===== src/rtl/writeback_buffer.sv =====
// rtl/writeback_buffer.sv - in-order register writeback queue with two forwarding lookups
module writeback_buffer #(
    parameter int ADDRESS_WIDTH = 5,
    parameter int REG_SIZE      = 32,
    parameter int DEPTH         = 4,
    parameter int PTR_WIDTH     = 2
) (
    input  logic                     clock,
    input  logic                     reset,
    input  logic                     alu_valid,
    output logic                     alu_ready,
    input  logic [ADDRESS_WIDTH-1:0] alu_addr,
    input  logic [REG_SIZE-1:0]      alu_data,
    input  logic                     mem_valid,
    output logic                     mem_ready,
    input  logic [ADDRESS_WIDTH-1:0] mem_addr,
    input  logic [REG_SIZE-1:0]      mem_data,
    input  logic                     hold,
    output logic                     write_en,
    output logic [ADDRESS_WIDTH-1:0] write_reg_addr,
    output logic [REG_SIZE-1:0]      write_reg_data_in,
    input  logic [ADDRESS_WIDTH-1:0] fwd_a_addr,
    output logic                     fwd_a_hit,
    output logic [REG_SIZE-1:0]      fwd_a_data,
    input  logic [ADDRESS_WIDTH-1:0] fwd_b_addr,
    output logic                     fwd_b_hit,
    output logic [REG_SIZE-1:0]      fwd_b_data,
    output logic [PTR_WIDTH:0]       pending_count
);

    localparam logic [PTR_WIDTH:0]   FULL_COUNT = (PTR_WIDTH+1)'(DEPTH);
    localparam logic [PTR_WIDTH:0]   CNT_ONE    = (PTR_WIDTH+1)'(1);
    localparam logic [PTR_WIDTH-1:0] PTR_ONE    = PTR_WIDTH'(1);

    logic [ADDRESS_WIDTH-1:0] entry_addr [DEPTH];
    logic [REG_SIZE-1:0]      entry_data [DEPTH];
    logic [PTR_WIDTH-1:0]     head;
    logic [PTR_WIDTH-1:0]     tail;
    logic [PTR_WIDTH:0]       count;

    logic                     full;
    logic                     not_empty;
    logic                     alu_take;
    logic                     mem_take;
    logic                     enqueue;
    logic                     drain;
    logic [ADDRESS_WIDTH-1:0] enq_addr;
    logic [REG_SIZE-1:0]      enq_data;

    assign full      = (count == FULL_COUNT);
    assign not_empty = (count != '0);

    // ALU has fixed priority; a draining entry does not make room this cycle
    assign alu_ready = !full;
    assign mem_ready = !full && !alu_valid;
    assign alu_take  = alu_valid && alu_ready;
    assign mem_take  = mem_valid && mem_ready;

    always_comb begin
        enq_addr = mem_addr;
        enq_data = mem_data;
        if (alu_take) begin
            enq_addr = alu_addr;
            enq_data = alu_data;
        end
    end

    // r0 requests complete their handshake but are never stored
    assign enqueue = (alu_take || mem_take) && (enq_addr != '0);

    // The write port is suppressed during the reset cycle so nothing stale commits
    assign drain = reset && not_empty && !hold;

    assign write_en          = drain;
    assign write_reg_addr    = not_empty ? entry_addr[head] : '0;
    assign write_reg_data_in = not_empty ? entry_data[head] : '0;
    assign pending_count     = count;

    always_ff @(posedge clock) begin
        if (!reset) begin
            head  <= '0;
            tail  <= '0;
            count <= '0;
        end else begin
            if (enqueue) begin
                entry_addr[tail] <= enq_addr;
                entry_data[tail] <= enq_data;
                tail             <= tail + PTR_ONE;
            end
            if (drain) begin
                head <= head + PTR_ONE;
            end
            if (enqueue && !drain) begin
                count <= count + CNT_ONE;
            end else if (drain && !enqueue) begin
                count <= count - CNT_ONE;
            end
        end
    end

    // Walk oldest to youngest so the last match left standing is the youngest
    always_comb begin
        fwd_a_hit  = 1'b0;
        fwd_a_data = '0;
        fwd_b_hit  = 1'b0;
        fwd_b_data = '0;
        for (int k = 0; k < DEPTH; k++) begin
            if ((PTR_WIDTH+1)'(k) < count) begin
                if ((fwd_a_addr != '0) && (entry_addr[head + PTR_WIDTH'(k)] == fwd_a_addr)) begin
                    fwd_a_hit  = 1'b1;
                    fwd_a_data = entry_data[head + PTR_WIDTH'(k)];
                end
                if ((fwd_b_addr != '0) && (entry_addr[head + PTR_WIDTH'(k)] == fwd_b_addr)) begin
                    fwd_b_hit  = 1'b1;
                    fwd_b_data = entry_data[head + PTR_WIDTH'(k)];
                end
            end
        end
    end

endmodule

===== config.mk =====
export PLATFORM = sky130hd
export DESIGN_NAME = writeback_buffer
export DESIGN_NICKNAME = d
export VERILOG_FILES = /design/src/rtl/writeback_buffer.sv
export SDC_FILE = /design/constraint.sdc
export NUM_CORES = 1
export LEC_CHECK = 0
export CAP_MARGIN = 20
export CORE_MARGIN = 5
export CORE_UTILIZATION = 55
export DETAILED_ROUTE_END_ITERATION = 8
export PLACE_DENSITY = 0.82
export SETUP_SLACK_MARGIN = 0.15
export SYNTH_ARGS = -nofsm -noshare
export SYNTH_HDL_FRONTEND = slang
export SYNTH_SLANG_ARGS = --single-unit

===== constraint.sdc =====
create_clock -name clock -period 4.46 [get_ports clock]
set_clock_uncertainty 0.05 [all_clocks]
set_input_delay 0.669 -clock clock [delete_from_list [all_inputs] [get_ports clock]]
set_output_delay 0.669 -clock clock [all_outputs]
set_load 0.1 [all_outputs]

==> impl_metrics.py <==
metrics = {
    "routing": {
        "first_pass_iters": 6,
        "vias": 10600,
        "wirelength_um": 38200,
        "via_per_inst": 6.97,
        "ant_nets": 0,
        "drc_errors": 0,
        "drt-initial-drc-count": 1165,
        "wl_per_cell_um": 25.1,
    },
    "grt": {
        "antenna_found_initial": 0,
        "met1_usage_pct": 36.0,
        "grt-ovfl-total": 0,
        "top_usage_layer": "met2",
        "grtUsageTotal_pct": 29.0,
        "grt_pass1_vias": 10700,
        "grt_max_degree": 65,
        "grt_pass1_wl_um": 59500,
        "grt.met3_usage_pct": 6.62,
        "use_met2_pct": 49.4,
    },
    "setup_path": {
        "worstPathArrival_ns": 3.49,
        "worstPathMaxFanout": 15,
        "cp.required_ns": 3.74,
        "start_kind": "flop",
        "critical_path_class": "reg -> out",
        "worst_setup_path_end_kind": "output pin",
    },
    "sta": {
        "finalMaxSlewViolations": 0,
        "worst_pin_slew_ns": 1.16,
        "setup_tns_ns": 0,
        "fin_crit_ns": 4.21,
        "max_freq_ghz": 0.238,
        "hold_slack_ns": 0.521,
        "period_share_pct": 94.3,
        "slew_headroom_pct": 22.9,
        "report.final.setup_viol": 0,
        "rsz0062_at_grt": "no",
        "hold_viol_final": 0,
    },
    "clocking": {
        "clkTransAtPathRegs_ns": 0.06,
        "htreeDepth": 4,
        "cts_num_sinks": 157,
        "clock_latency_ns": 0.42,
        "cts_hold_buf": 0,
        "cts_tree": "yes",
        "clk_path_buf_depth": 2,
        "numCtsBuffers": 17,
        "clockRootBuffer": "clkbuf_16",
    },
    "placed_design": {
        "place_area_um2": 15300,
        "portBuffers": 197,
        "gp_congestion": 0.898,
        "place_hpwl_um": 25400,
    },
    "layout": {
        "nNetsFinal": 1325,
        "area_growth_pct": 28.6,
        "layout_common_cells": "148 x edfxtp_1, 113 x clkdlybuf4s50_1, 84 x mux4_2, 70 x nand2_1, 69 x buf_12",
        "mostFrequentLayoutCell": "edfxtp_1",
        "drive_above_1_share_pct": 32.7,
        "fill_cells": 1536,
        "antenna_cells": 0,
        "fin_area_um2": 16000,
    },
    "synth": {
        "async_reset_ff_share_pct": 0,
        "yosysWarnings": 0,
        "netlist_instances": 1083,
        "synth_top_area_share_pct": 35.7,
        "yosys_register_bits": 157,
        "ys_seq_area_share_pct": 37.2,
        "ys_top_cells_by_area": "edfxtp_1 36%, mux4_2 15%, mux2_2 6.1%",
        "synth_top_area_cell": "edfxtp_1",
        "synth_area_per_cell_um2": 11.5,
        "synth-edff-count": 148,
        "synth_cell_types": 52,
        "syn-num-nets": 1181,
        "synth-main-ff-cell": "edfxtp_1",
        "netlist_area_um2": 12400,
    },
    "floorplan": {
        "dieArea_um2": 25700,
        "dieWidth_um": 160,
        "core-area_um2": 22400,
        "rows": 55,
        "start_util_pct": 55.5,
        "ios": 198,
        "die_y_um": 160,
    },
    "job": {
        "cap_violations": 0,
    },
    "hold_path": {
        "hp-class": "reg -> reg",
    },
    "power": {
        "p_leak_nw": 5.29,
        "cellPowerDensity_nw_per_um2": 638,
        "peakVddDrop_mv": 0.645,
        "total_power_mw": 10.2,
    },
    "status": {
        "status": "complete, no violations",
    },
}
==> synthesized netlist by cell type, types with 2 or more instances <==
master,number
dfxtp_1,9
ha_1,9
a31oi_1,32
a2111oi_0,2
a211oi_2,29
o21a_1,32
nor3_2,29
mux2i_1,36
o211ai_1,34
xor2_1,15
nor2b_1,39
and3_1,66
nor3_1,36
buf_2,12
o2111ai_1,31
mux4_2,84
nor2_1,12
o2bb2ai_1,31
edfxtp_1,148
nand4_1,4
nand3_1,4
inv_1,6
buf_6,10
nand2_1,70
and2_1,10
buf_4,6
o21ai_0,65
or3_1,2
mux2_2,67
clkbuf_1,84
nor4_1,2
a211oi_1,3
xnor2_1,28
a21oi_1,4
buf_1,14
or2_1,2
==> state kept, by name (all words and copies together) (netlist names), named ones only <==
register and cells:
entry_data 128, tail 2, head 2, entry_addr 20, pending_count 3
==> worst paths after layout <==
path / from / to / slack [ns] / cells after the start
worst min register to register: tail[1] / tail[1] / 0.52 / 2
worst min-delay path: tail[1] / tail[1] / 0.52 / 2
worst max-delay path: head[0] / fwd_a_data[1] / 0.25 / 8
worst max register to register: pending_count[0] / entry_data[0][21] / 0.99 / 6
==> worst max-delay path: stages, from the launching register on <==
cell	delay [ns]
dfxtp_4	0.48
mux4_2	0.57
xnor2_1	0.24
nand4_1	0.22
or4b_2	0.71
buf_4	0.28
nor3_1	0.26
a211oi_2	0.11
buf_12	0.20
==> power by group <==
| part | internal [mW] | switching, mW |
|---|---|---|
| logic | 2.12 | 4.56 |
| clock network | 0.867 | 0.570 |
| registers | 1.90 | 0.193 |
==> metrics by stage <==
| stage | cells | util [%] | worst slack, ns |
|---|---|---|---|
| after floorplan | 1083 | - | 0.0943 |
| after global placement | 1482 | 68.0 | 0.407 |
| after detailed placement | 1482 | 68.0 | 0.385 |
| after CTS | 1515 | 70.8 | 0.164 |
| after global routing | 1525 | 71.3 | 0.163 |
| final | 1525 | 71.3 | 0.254 |
==> layer usage <==
layer / share of wire, % / wire, um / vias up
met1: 36 / 13900 / 5191
li1: - / - / 4596
met5: 0 / 0 / -
met3: 10 / 3810 / 113
met2: 50 / 19100 / 732
met4: 3.7 / 1410 / 0
==> logic make-up (layout without fill, tap and decap cells) <==
family,count (synthesis),in the layout,share of synthesized area [%]
AO/OA/AOI/OAI,269,269,16.4
XOR/XNOR,43,43,3.03
adder cells (fa/ha/maj),9,9,0.905
buffers and inverters,133,290,4.92
flip-flops,157,157,37.2
multiplexers,188,188,24.3
AND/OR/NAND/NOR,284,284,13.3
==> area by class of cell <==
type / instances / area, um2 / share of cell area (%)
Clock buffer: 22 / 474 / 2.96
Inverter: 7 / 26.3 / 0.164
Sequential cell: 157 / 4630 / 29.0
Tap cell: 285 / 357 / 2.23
Timing Repair Buffer: 251 / 3070 / 19.2
Multi-Input combinational cell: 793 / 7320 / 45.7
Clock inverter: 10 / 113 / 0.704
==> what timing repair did <==
item | 4_1_cts | 5_1_grt
pin swaps | 0 | 2
resized for setup | 0 | 1
buffers inserted | 1 | 8
setup endpoints to repair | 21 | 57
No activity file was read; power rests on OpenSTA's default activity.
